**config.mk**
```make
export PLATFORM = sky130hd
export DESIGN_NAME = dot_product_arbiter
export DESIGN_NICKNAME = d
export VERILOG_FILES = /design/src/rtl/dot_product_pkg.sv /design/src/rtl/mul8x8.sv /design/src/rtl/dot_product_arbiter.sv
export SDC_FILE = /design/constraint.sdc
export NUM_CORES = 1
export LEC_CHECK = 0
export CAP_MARGIN = 15
export CORE_UTILIZATION = 55
export CTS_CLUSTER_DIAMETER = 200
export DETAILED_ROUTE_END_ITERATION = 7
export GPL_TIMING_DRIVEN = 0
export PLACE_DENSITY = 0.82
export SYNTH_ARGS = -nofsm -noshare
export SYNTH_HDL_FRONTEND = slang
export SYNTH_HIERARCHICAL = 1
export SYNTH_SLANG_ARGS = --single-unit
```
**constraint.sdc**
```tcl
create_clock -name clk -period 28.5 [get_ports clk]
set_input_delay 7.125 -clock clk [delete_from_list [all_inputs] [get_ports clk]]
set_output_delay 7.125 -clock clk [all_outputs]
set_load 0.03 [all_outputs]
```
**src/rtl/dot_product_pkg.sv**
```systemverilog
// Shared types, default widths and the round-robin pick helper for dot_product_arbiter.
package dot_product_pkg;

  localparam int unsigned DEF_DATA_W = 8;
  localparam int unsigned DEF_LEN_W  = 4;
  localparam int unsigned DEF_ACC_W  = 2 * DEF_DATA_W + DEF_LEN_W;

  typedef enum logic [1:0] {
    StIdle = 2'd0,
    StRun  = 2'd1,
    StDone = 2'd2
  } state_e;

  // First set bit of req searching upward from ptr+1, wrapping modulo n (n <= 8).
  function automatic logic [2:0] rr_pick(input logic [7:0] req, input logic [2:0] ptr,
                                         input int unsigned n);
    logic [2:0] pick;
    logic [2:0] k;
    logic       found;
    pick  = '0;
    found = 1'b0;
    for (int unsigned i = 1; i <= 8; i++) begin
      k = 3'(({29'd0, ptr} + i) % n);
      if (i <= n && !found && req[k]) begin
        pick  = k;
        found = 1'b1;
      end
    end
    return pick;
  endfunction

endpackage

```
**src/rtl/mul8x8.sv**
```systemverilog
// Unsigned 8x8 shift-and-add multiplier, fully combinational.
module mul8x8 (
  input  logic [7:0]  a,
  input  logic [7:0]  b,
  output logic [15:0] p
);

  always_comb begin
    p = '0;
    for (int i = 0; i < 8; i++) begin
      if (b[i]) p = p + (16'(a) << i);
    end
  end

endmodule

```
**src/rtl/dot_product_arbiter.sv**
```systemverilog
// Round-robin shared MAC: grants one requester at a time, accumulates its
// element-pair products and returns the tagged dot product.
module dot_product_arbiter
  import dot_product_pkg::*;
#(
  parameter int unsigned NREQ   = 4,
  parameter int unsigned DATA_W = DEF_DATA_W,
  parameter int unsigned LEN_W  = DEF_LEN_W,
  parameter int unsigned ACC_W  = 2 * DATA_W + LEN_W,
  localparam int unsigned ID_W  = $clog2(NREQ)
) (
  input  logic                   clk,
  input  logic                   reset,
  input  logic [NREQ-1:0]        req,
  input  logic [NREQ*LEN_W-1:0]  len,
  input  logic [NREQ*DATA_W-1:0] a_in,
  input  logic [NREQ*DATA_W-1:0] b_in,
  input  logic [NREQ-1:0]        in_valid,
  output logic [NREQ-1:0]        in_ready,
  output logic [NREQ-1:0]        grant,
  output logic [ACC_W-1:0]       result,
  output logic                   result_valid,
  output logic [ID_W-1:0]        result_id,
  output logic                   busy
);

  state_e            state_q, state_d;
  logic [ID_W-1:0]   id_q, ptr_q, pick;
  logic [LEN_W-1:0]  len_q, cnt_q;
  logic [ACC_W-1:0]  acc_q, acc_nxt, result_q;
  logic [ID_W-1:0]   result_id_q;
  logic [DATA_W-1:0] a_sel, b_sel;
  logic [15:0]       prod;
  logic              hs, last;

  assign pick    = ID_W'(rr_pick(8'(req), 3'(ptr_q), NREQ));
  assign a_sel   = a_in[DATA_W*int'(id_q) +: DATA_W];
  assign b_sel   = b_in[DATA_W*int'(id_q) +: DATA_W];
  assign hs      = (state_q == StRun) && in_valid[id_q];
  assign last    = hs && (cnt_q == len_q);
  assign acc_nxt = acc_q + ACC_W'(prod);

  mul8x8 u_mul (
    .a (a_sel),
    .b (b_sel),
    .p (prod)
  );

  always_ff @(posedge clk) begin
    if (!reset) state_q <= StIdle;
    else        state_q <= state_d;
  end

  always_comb begin
    state_d = state_q;
    unique case (state_q)
      StIdle: if (|req) state_d = StRun;
      StRun: begin
        if (!req[id_q])  state_d = StIdle;
        else if (last)   state_d = StDone;
      end
      StDone: state_d = StIdle;
      default: state_d = StIdle;
    endcase
  end

  always_comb begin
    grant        = '0;
    in_ready     = '0;
    busy         = (state_q == StRun) || (state_q == StDone);
    result_valid = (state_q == StDone);
    if (state_q == StRun) begin
      grant[id_q]    = 1'b1;
      in_ready[id_q] = 1'b1;
    end
  end

  // Result is captured with the final product so it is valid during the DONE pulse.
  always_ff @(posedge clk) begin
    if (!reset) begin
      id_q        <= '0;
      ptr_q       <= ID_W'(NREQ - 1);
      len_q       <= '0;
      cnt_q       <= '0;
      acc_q       <= '0;
      result_q    <= '0;
      result_id_q <= '0;
    end else begin
      unique case (state_q)
        StIdle: begin
          if (|req) begin
            id_q  <= pick;
            len_q <= len[LEN_W*int'(pick) +: LEN_W];
            cnt_q <= '0;
            acc_q <= '0;
          end
        end
        StRun: begin
          if (!req[id_q]) begin
            ptr_q <= id_q;
          end else if (hs) begin
            acc_q <= acc_nxt;
            cnt_q <= cnt_q + LEN_W'(1);
            if (last) begin
              result_q    <= acc_nxt;
              result_id_q <= id_q;
            end
          end
        end
        StDone: ptr_q <= id_q;
        default: ;
      endcase
    end
  end

  assign result    = result_q;
  assign result_id = result_id_q;

endmodule

```
==> results.md <==
* Worst R2R End: result[17]$_SDFFE_PN0P_
* GR Util met2 at 52.5%
* # rows at 41
* Most common cell in the netlist: nand2_1
* CP max FO at 14
* Fin crit period at ~18 ns
* Share of cells above drive strength 1 at between 9 and 10%
* Initial core utilization at between 50% and 60%
* CTS clk-pin slew, worst paths at 0.07 ns
* Top cell type's share of synthesized area at 15.3%
* Status: complete, no violations
* Core area at between 10,000 and 15,000 um^2
* Mean number of vias per cell at 6.10
* Post-route ant nets at 0
* Top post-synthesis cells by area: dfxtp_1 (15%), ha_1 (14%), mux4_2 (5.5%)
* Hold Vio Cnt, Final at 0
* Post-Syn Area at 7330 um^2
* Clock skew at 0.00325 ns
* Area occupied by multi-input gates at 5800 um^2
* Die width at 117 um
* Max Fclk at 54.4 MHz
* Total congestion overflow at 0
* Cts hold-fix bufs at 0
* Fin cells at 1,203
* Initial antenna violation count at 0
* # IOs at approximately 120
* RSZ-0062 raised after global routing: false
* Worst path max stage delay at 0.66 ns
* Largest net degree at the start of global routing at 20
* Syn. warnings at 6
* Hold path endpoint: result_id[1]$_SDFFE_PN0P_
* Global-route usage over all layers at between 20 and 30%
* Worst path most repeated cell: ha_1
* CP Class: in -> reg
* Most Crowded Layer GR: met2
* Synth Flop Type: dfxtp_1
* Arrival @ worst endpoint at 18.61 ns
* Postcts setup bufs at 0
* Sink Count at 56
* Ys async rst share at 0%
* Worst-skew pair later-pin latency at 0.30 ns
* Post-route clock period utilization at 64.6%
* Die area at 13,800 um^2
* GR Util met1 at 39.3%
* Startpoint types: input pin
* First-pass GRT wire length at 34,400 um
* Total of max-cap violations at 0
* Worst r2r src: id_q[1]$_SDFFE_PN0P_
* Area leader, netlist: dfxtp_1
* Critical-path top delay cell: mux4_2
* Reg area at 1120 um^2
* TritonCTS clock tree: yes
* Placed cell count at 1,195
* Seq/Total Area, Yosys at 15.3%
* CTS resizes at 0
* Min-delay src: result_id[1]$_SDFFE_PN0P_
* Synth top cells by count: nand2_1 (86), ha_1 (81), a21oi_1 (66)
* Slack of the critical path at between 10 and 15 ns
* Post-synthesis register bit count at 56
* Worst Hold Path Cells at 2
* Drt wl/cell at 17.0 um
* Avg Cell Area, Syn at 8.12 um^2
* Worst hold slack at around 0.46 ns
* Area delta synth->final at 21.4%
* Final Setup Violations at 0
* Yosys cell types at 93
* DRC violations left at 0
* Mapped Cells at about 900
* NumNets Final at about 1.2k
* Setup slack at placement at 10.0 ns
* Gpl congestion at 0.922
* R2R depth at 52
* Critical Path RT at around 29 ns
* Clk root buf: clkbuf_16
* Port Buffers at 120
* Setup TNS at 0 ns
* Post-synth EDFFs at 0
* Worst min path class: reg -> reg
* Routing usage on met3 at 2.43%
* Vias at 7,343
* CTS buffer count at 5
* ANT cells at 0
* Reg2reg setup slack at approximately 16 ns
* CTS H-tree lvls at 2
* Pre-antenna DRT Iters at 7
* Final HPWL DP at 16,300 um
* CTS Buffer Depth at 2
* Slew Limit Fails at 0
* Critical Path Sink Type: flip-flop
* Filler cell count at roughly 1.1k
* Worst Max-Slew Pin Slew at a little over 0.9 ns
* Initial DRC Count at 594
* Total Wirelength at 20,500 um
* Die Ht at 117 um
* Number of global-route vias before repair at 7,100
* Post-Syn Nets at ~1.1k
* Slew Limit Headroom at between 30% and 40%
## metrics by stage
stage / cell area (um^2) / utilization [%]
after floorplan: 7330 / -
after global placement: 8740 / 68.2
after detailed placement: 8740 / 68.2
after CTS: 8900 / 69.4
after global routing: 8900 / 69.4
final: 8900 / 69.4
## layer usage
metal,up-vias,share of wire [%]
met4,0,1.4
met3,27,4.8
met1,3455,46
met2,232,48
met5,-,0
li1,3629,-
## layout by cell type (no fill, tap or decap), types with 11 or more instances in the layout
cell / instances
a211o_1: 13
a21o_1: 22
a21oi_1: 66
a31oi_1: 12
and2_1: 16
buf_2: 16
clkbuf_1: 14
clkdlybuf4s50_1: 120
dfxtp_1: 56
ha_1: 81
inv_1: 36
mux2_2: 11
mux2i_1: 12
mux4_2: 18
nand2_1: 86
nand2b_1: 13
nand3_1: 36
nor2_1: 59
nor2b_1: 16
nor3_1: 19
nor4b_1: 12
o211ai_1: 11
o21a_1: 19
o21ai_0: 48
xnor2_1: 33
xor2_1: 12
## kinds of logic (layout without fill, tap and decap cells)
| logic type | Yosys count | in the layout | synth area share, % |
|---|---|---|---|
| simple gates | 304 | 304 | 21.6 |
| buf+inv | 85 | 213 | 5.57 |
| fa+ha+maj | 89 | 89 | 16.0 |
| xor+xnor | 45 | 45 | 5.38 |
| compound gates | 282 | 282 | 27.1 |
| mux | 42 | 42 | 9.01 |
| flops | 56 | 56 | 15.3 |
## how the worst max path moves through the flow
| stage | cells after the start | to | startpoint | slack [ns] |
|---|---|---|---|---|
| after CTS | 50 | result[16]$_SDFFE_PN0P_ | a_in[27] | 10.24 |
| after global placement | 51 | result[17]$_SDFFE_PN0P_ | a_in[27] | 10.11 |
| final | 51 | result[17]$_SDFFE_PN0P_ | a_in[27] | 10.10 |
| after detailed placement | 51 | result[17]$_SDFFE_PN0P_ | a_in[27] | 10.0 |
| after global routing | 50 | result[16]$_SDFFE_PN0P_ | a_in[27] | 9.31 |
| after floorplan | 48 | acc_q[17]$_SDFFE_PN0P_ | a_in[27] | 11.76 |
## flip-flops by register name (all words and copies together), names as in the netlist
name / cells
acc_q: 20
result: 20
cnt_q: 4
len_q: 4
id_q: 2
ptr_q: 2
result_id: 2
state_q: 2
## cell type report
type / count / share of cell area [%]
buffer: 48 / 3.02
clock buffer: 5 / 1.41
clock inverter: 3 / 0.295
inverter: 37 / 1.56
multi-input combinational: 762 / 65.2
sequential: 56 / 12.6
tap: 172 / 2.42
timing repair buffer: 120 / 13.5
## worst max-delay path: cells and delay by family
family                   cells  cell delay, ns
AO/OA/AOI/OAI               24            4.76
adder cells (fa/ha/maj)      8            2.80
AND/OR/NAND/NOR             10            1.75
multiplexers                 3            1.07
buffers and inverters        3            0.67
XOR/XNOR                     3            0.44
Power is not shown: default switching activity piles up to over one toggle a cycle in this logic, so the estimate is an artifact.
